===== config.mk =====
export PLATFORM = sky130hd
export DESIGN_NAME = multicycle_ctrl
export DESIGN_NICKNAME = d
export VERILOG_FILES = /design/src/rtl/ctrl_pkg.sv /design/src/rtl/ctrl_decoder.sv /design/src/rtl/multicycle_ctrl.sv
export SDC_FILE = /design/constraint.sdc
export NUM_CORES = 1
export LEC_CHECK = 0
export CELL_PAD_IN_SITES_DETAIL_PLACEMENT = 2
export CELL_PAD_IN_SITES_GLOBAL_PLACEMENT = 2
export CORE_UTILIZATION = 22
export CTS_BUF_LIST = sky130_fd_sc_hd__clkbuf_16
export CTS_CLUSTER_SIZE = 30
export DETAILED_ROUTE_END_ITERATION = 10
export PLACE_DENSITY = 0.82
export SYNTH_ARGS = -nofsm -noshare
export SYNTH_HDL_FRONTEND = slang
export SYNTH_SLANG_ARGS = --single-unit

===== constraint.sdc =====
create_clock -name clk -period 1.8 [get_ports clk]
set_input_delay 0.36 -clock clk [delete_from_list [all_inputs] [get_ports clk]]
set_output_delay 0.36 -clock clk [all_outputs]
set_load 0.02 [all_outputs]

===== src/rtl/ctrl_pkg.sv =====
// ctrl_pkg: shared definitions for the multi-cycle controller.
//   Opcode values, FSM state enum, decoder class enum, ALU-op codes and
//   write-back mux encodings. No ports.
package ctrl_pkg;

  localparam logic [3:0] OpLdi   = 4'd0;
  localparam logic [3:0] OpAdd   = 4'd1;
  localparam logic [3:0] OpSub   = 4'd2;
  localparam logic [3:0] OpLoad  = 4'd3;
  localparam logic [3:0] OpStore = 4'd4;
  localparam logic [3:0] OpJmp   = 4'd5;
  localparam logic [3:0] OpJz    = 4'd6;
  localparam logic [3:0] OpHalt  = 4'd15;

  typedef enum logic [2:0] {
    StFetch,
    StDecode,
    StExec,
    StMem,
    StWb,
    StHalt,
    StTrap
  } state_e;

  typedef enum logic [2:0] {
    ClsAlu,
    ClsMem,
    ClsBranch,
    ClsHalt,
    ClsIllegal
  } op_class_e;

  localparam logic [1:0] AluPass = 2'd0;
  localparam logic [1:0] AluAdd  = 2'd1;
  localparam logic [1:0] AluSub  = 2'd2;

  localparam logic WbAlu = 1'b0;
  localparam logic WbMem = 1'b1;

endpackage


===== src/rtl/ctrl_decoder.sv =====
// ctrl_decoder: combinational opcode decoder.
//   i_opcode   4-bit opcode from the instruction register
//   o_cls      instruction class (op_class_e encoding)
//   o_alu_op   ALU operation select
//   o_dmem_we  1 for stores, 0 otherwise
module ctrl_decoder
  import ctrl_pkg::*;
(
  input  logic [3:0] i_opcode,
  output logic [2:0] o_cls,
  output logic [1:0] o_alu_op,
  output logic       o_dmem_we
);

  always_comb begin
    o_cls     = ClsIllegal;
    o_alu_op  = AluPass;
    o_dmem_we = 1'b0;
    case (i_opcode)
      OpLdi: begin
        o_cls    = ClsAlu;
        o_alu_op = AluPass;
      end
      OpAdd: begin
        o_cls    = ClsAlu;
        o_alu_op = AluAdd;
      end
      OpSub: begin
        o_cls    = ClsAlu;
        o_alu_op = AluSub;
      end
      OpLoad:       o_cls = ClsMem;
      OpStore: begin
        o_cls     = ClsMem;
        o_dmem_we = 1'b1;
      end
      OpJmp, OpJz:  o_cls = ClsBranch;
      OpHalt:       o_cls = ClsHalt;
      default:      o_cls = ClsIllegal;
    endcase
  end

endmodule


===== src/rtl/multicycle_ctrl.sv =====
// multicycle_ctrl: fetch/decode/execute controller for the 8-bit core.
//   Owns PC, IR and the FSM; drives the register file, ALU select, write-back
//   mux and the req/ack instruction and data memory interfaces.
//   clk/reset_n                   clock, asynchronous active-low reset
//   imem_req/addr/ack/rdata       instruction fetch handshake
//   dmem_req/we/addr/ack          data access handshake
//   rf_raddr_a/b, rf_rdata_a      register file reads (rd, rs)
//   rf_we/rf_waddr                register file write strobe/address
//   wb_sel, alu_op, imm           datapath selects and immediate
//   halted                        core stopped
//   epc                           trapping PC (only with MULTICYCLE_CTRL_TRAP_EN)
// Build option: define MULTICYCLE_CTRL_TRAP_EN to trap illegal opcodes to
// TRAP_VEC and expose epc; otherwise illegal opcodes are NOPs.
module multicycle_ctrl
  import ctrl_pkg::*;
#(
  parameter int unsigned       INSTR_W  = 16,
  parameter int unsigned       ADDR_W   = 8,
  parameter int unsigned       DATA_W   = 8,
  parameter logic [ADDR_W-1:0] RESET_PC = '0,
  parameter logic [ADDR_W-1:0] TRAP_VEC = ADDR_W'(8'hF0)
) (
  input  logic               clk,
  input  logic               reset_n,
  output logic               imem_req,
  output logic [ADDR_W-1:0]  imem_addr,
  input  logic               imem_ack,
  input  logic [INSTR_W-1:0] imem_rdata,
  output logic               dmem_req,
  output logic               dmem_we,
  output logic [ADDR_W-1:0]  dmem_addr,
  input  logic               dmem_ack,
  output logic [3:0]         rf_raddr_a,
  output logic [3:0]         rf_raddr_b,
  input  logic [DATA_W-1:0]  rf_rdata_a,
  output logic               rf_we,
  output logic [3:0]         rf_waddr,
  output logic               wb_sel,
  output logic [1:0]         alu_op,
  output logic [DATA_W-1:0]  imm,
  output logic               halted
`ifdef MULTICYCLE_CTRL_TRAP_EN
  ,
  output logic [ADDR_W-1:0]  epc
`endif
);

  state_e              r_state, w_state_nxt;
  logic [ADDR_W-1:0]   r_pc, w_pc_nxt;
  logic [INSTR_W-1:0]  r_ir, w_ir_nxt;
`ifdef MULTICYCLE_CTRL_TRAP_EN
  logic [ADDR_W-1:0]   r_epc, w_epc_nxt;
`endif

  logic [3:0]          w_opcode, w_rd, w_rs;
  logic [ADDR_W-1:0]   w_addr;
  logic [2:0]          w_cls_raw;
  op_class_e           w_cls;
  logic [1:0]          w_alu_op;
  logic                w_dec_we;

  assign w_opcode = r_ir[INSTR_W-1 -: 4];
  assign w_rd     = r_ir[INSTR_W-5 -: 4];
  assign w_rs     = r_ir[INSTR_W-9 -: 4];
  assign w_addr   = r_ir[ADDR_W-1:0];

  ctrl_decoder u_decoder (
    .i_opcode  (w_opcode),
    .o_cls     (w_cls_raw),
    .o_alu_op  (w_alu_op),
    .o_dmem_we (w_dec_we)
  );

  assign w_cls = op_class_e'(w_cls_raw);

  // State register
  always_ff @(posedge clk or negedge reset_n) begin
    if (!reset_n) begin
      r_state <= StFetch;
    end else begin
      r_state <= w_state_nxt;
    end
  end

  // Architectural registers
  always_ff @(posedge clk or negedge reset_n) begin
    if (!reset_n) begin
      r_pc  <= RESET_PC;
      r_ir  <= '0;
`ifdef MULTICYCLE_CTRL_TRAP_EN
      r_epc <= '0;
`endif
    end else begin
      r_pc  <= w_pc_nxt;
      r_ir  <= w_ir_nxt;
`ifdef MULTICYCLE_CTRL_TRAP_EN
      r_epc <= w_epc_nxt;
`endif
    end
  end

  // Next-state and register updates
  always_comb begin
    w_state_nxt = r_state;
    w_pc_nxt    = r_pc;
    w_ir_nxt    = r_ir;
`ifdef MULTICYCLE_CTRL_TRAP_EN
    w_epc_nxt   = r_epc;
`endif
    case (r_state)
      StFetch: begin
        if (imem_ack) begin
          w_ir_nxt    = imem_rdata;
          w_pc_nxt    = r_pc + ADDR_W'(1);
          w_state_nxt = StDecode;
        end
      end
      StDecode: begin
        case (w_cls)
          ClsAlu:    w_state_nxt = StExec;
          ClsMem:    w_state_nxt = StMem;
          ClsBranch: begin
            w_state_nxt = StFetch;
            // JZ tests rd through read port A, which follows IR combinationally
            if (w_opcode == OpJmp || rf_rdata_a == '0) begin
              w_pc_nxt = w_addr;
            end
          end
          ClsHalt:   w_state_nxt = StHalt;
          default: begin
`ifdef MULTICYCLE_CTRL_TRAP_EN
            w_state_nxt = StTrap;
`else
            w_state_nxt = StFetch;
`endif
          end
        endcase
      end
      StExec:  w_state_nxt = StFetch;
      StMem: begin
        if (dmem_ack) begin
          w_state_nxt = w_dec_we ? StFetch : StWb;
        end
      end
      StWb:    w_state_nxt = StFetch;
      StHalt:  w_state_nxt = StHalt;
      StTrap: begin
        // PC already points past the trapping instruction
`ifdef MULTICYCLE_CTRL_TRAP_EN
        w_epc_nxt = r_pc - ADDR_W'(1);
`endif
        w_pc_nxt    = TRAP_VEC;
        w_state_nxt = StFetch;
      end
      default: w_state_nxt = StFetch;
    endcase
  end

  // Outputs. Reset forces state to FETCH asynchronously, so gating strobes with
  // reset_n is what keeps imem_req low during reset.
  always_comb begin
    imem_req = 1'b0;
    dmem_req = 1'b0;
    dmem_we  = 1'b0;
    rf_we    = 1'b0;
    wb_sel   = WbAlu;
    halted   = 1'b0;
    case (r_state)
      StFetch: imem_req = reset_n;
      StMem: begin
        dmem_req = reset_n;
        dmem_we  = reset_n & w_dec_we;
      end
      StExec:  rf_we = reset_n;
      StWb: begin
        rf_we  = reset_n;
        wb_sel = WbMem;
      end
      StHalt:  halted = 1'b1;
      default: ;
    endcase
  end

  assign imem_addr  = r_pc;
  assign dmem_addr  = w_addr;
  assign rf_raddr_a = w_rd;
  assign rf_raddr_b = w_rs;
  assign rf_waddr   = w_rd;
  assign alu_op     = w_alu_op;
  assign imm        = DATA_W'(w_addr);
`ifdef MULTICYCLE_CTRL_TRAP_EN
  assign epc        = r_epc;
`endif

endmodule

==> qor.csv <==
metric;value;unit
Syn Area/Cell;9.77;sq um
Crit Path Max Fanout;5;
GPL Wtd Cong;0.796;
capture point of the critical path;imem_addr[7];
Slew headroom;59.5;%
Syn Nets;204;
CTS root buf;clkbuf_16;
GR Overflow Total;0;
Period minus WS final;2040;ps
area leader, netlist;dfrtp_1;
Final Util;36.8;%
first-pass GRT wire length;9.90;mm
RSZ-0062 raised after global routing;yes;
Yosys warning count;0;
Post-Syn Area;0.00171;sq mm
vias per inst;4.64;
largest cells by area after synthesis;dfrtp_1, buf_4, mux2_2;
R2R cell count;6;
Synth Flop Type;dfrtp_1;
Worst-Skew Late Latency;260;ps
Hold Buf Count CTS;0;
share of layout cells above drive strength 1;33.7;%
Starting Density;23.2;%
status;finished with violations;
die height;90.2;um
CTS max path bufs;2;
Max-Cap Viols;0;
WS Path Type;input pin to flip-flop;
detailed placer's ending HPWL;4.26;mm
Max Freq;489;MHz
largest net degree at the start of global routing;25;
commonest cells in the netlist;buf_4, dfrtp_1, mux2_2;
post-route clock period utilization;114;%
violated checks;setup timing;
crit end category;flip-flop;
clock-pin slew on the worst setup and hold paths;70;ps
Routed WL;5.99;mm
Hold Crit Class;input pin to asynchronous set/reset pin;
Layout area overhead;58.5;%
Setup crit start;rf_rdata_a[6];
FF-to-FF setup slack;-200;ps
CP Launch Type;input pin;
pwr/cell area;2080;mW/mm^2
Ports;72;
Tot GR Track Use;15.0;%
Hold WS;227;ps
most numerous cell in the Yosys netlist;buf_4;
Residual DRC;0;
Yosys cell types;49;
antenna violations before repair;0;
setup violators final;9;
total negative slack;-1550;ps
Design Power;5.65;mW
detailed-route via count;1588;
Non-Filler Instances;342;
routed len/inst;17.5;um
die width;90.2;um
worst slew pin tran;606;ps
placed insts;334;
Initial DRC Count;51;
Seq cells post-synth;27;
Post-DRT Antenna Nets;0;
sequential area share after synthesis;39.5;%
total core area;0.00737;sq mm
clock sinks;27;
Req. time, crit path;1950;ps
TritonCTS buffer count;3;
maximum vdd drop;0.712;mV
EDFF count, synth;0;
post-synth top area share;39.5;%
NumNets Final;273;
Final Hold Fails;0;
port bufs;71;
worst flop-to-flop path endpoint;imem_addr[7];
DRT Pass-1 Iters;4;
Rows;31;
vias in the first global route;1760;
ys async rst share;100;%
RR Startpoint;r_ir[15];
Mapped Cells;175;
Leak;1.12;nW
clock skew;2.15;ps
setup slack after layout;-244;ps
Slew Limit Fails;0;
die footprint;0.00813;sq mm
Worst Path Arrival;2200;ps
H-tree Lvls;1;
CTS tree;built;
Antenna diodes;0;
## layout by cell type (no fill, tap or decap), drive strengths merged, types with 2 or more instances in the layout
cell,synthesis,final
a21oi,4,4
a221oi,4,4
buf,29,36
clkbuf,8,6
clkdlybuf4s15,0,6
clkdlybuf4s50,0,53
dfrtp,27,27
dlygate4sd2,0,2
inv,8,8
mux2,17,17
nand2,7,7
nand2b,3,3
nand3,4,4
nand4,2,2
nor2,9,9
nor3,8,8
o211ai,2,2
o21ai,5,5
o22a,2,2
o22ai,3,3
o32a,2,2
or4,3,3
## where the power goes
group | switching, mW | internal (mW)
sequential | 0.350 | 0.921
combinational | 1.91 | 1.94
clock | 0.224 | 0.303
total | 2.48 | 3.16
## worst min-delay path by stage
stage | startpoint | cells past startpoint | to | slack, ps
2_1_floorplan | reset_n | 0 | imem_addr[0] | 60
3_3_place_gp | r_ir[10] | 1 | r_ir[10] | 520
3_5_place_dp | r_ir[10] | 1 | r_ir[10] | 530
4_1_cts | reset_n | 2 | r_state[2] | 220
5_1_grt | reset_n | 2 | r_state[2] | 240
6_report | reset_n | 2 | r_state[2] | 230
## through the flow
step                setup slack, ps  cell area, sq um
finish                         -244              2710
global route                   -272              2710
CTS                            -211              2700
detailed placement             -743              2530
global placement               -726              2530
floorplan                      -267              1740
## critical path: stages
cell    delay [ps]
buf_6           90
or4_4          520
or4_4          560
buf_8          170
a21o_1         200
o32a_1         290
## routing by layer
metal | global-route usage (%) | vias to the layer above | routed length [um] | part of all wire [%]
met5 | 0 | - | 0 | 0
met4 | 2.69 | 0 | 57 | 0.95
met3 | 1.86 | 8 | 191 | 3.2
met2 | 27.8 | 36 | 3160 | 53
met1 | 18.7 | 795 | 2580 | 43
li1 | - | 749 | - | -
## cell type report
| class | count | area [sq um] |
|---|---|---|
| Sequential cell | 27 | 677 |
| Timing Repair Buffer | 101 | 941 |
| Tap cell | 99 | 124 |
| Inverter | 8 | 30.0 |
| Clock buffer | 3 | 75.1 |
| Clock inverter | 1 | 7.51 |
| Multi-Input combinational cell | 103 | 857 |
| Fill cell | 806 | 4660 |
## logic make-up after synthesis
logic type                 share of synthesized area, %
and+or+nand+nor                                    15.9
buffers and inverters                              16.5
AOI/OAI and AO/OA                                  15.2
DFF                                                39.5
muxes                                              11.2
xor gates and xnor gates                           1.02
adders and majority gates                         0.731
## sequential cells by signal, summed over array words and instances (netlist names)
register and cells:
r_ir 16, imem_addr 8, r_state 3
## timing repair
action,in CTS,in global routing
pin swaps,9,6
buffers inserted,2,1
cloned,1,0
resized for setup,61,17
endpoints found under the setup margin,17,28
Note: power is estimated with default switching activity, not from simulation.
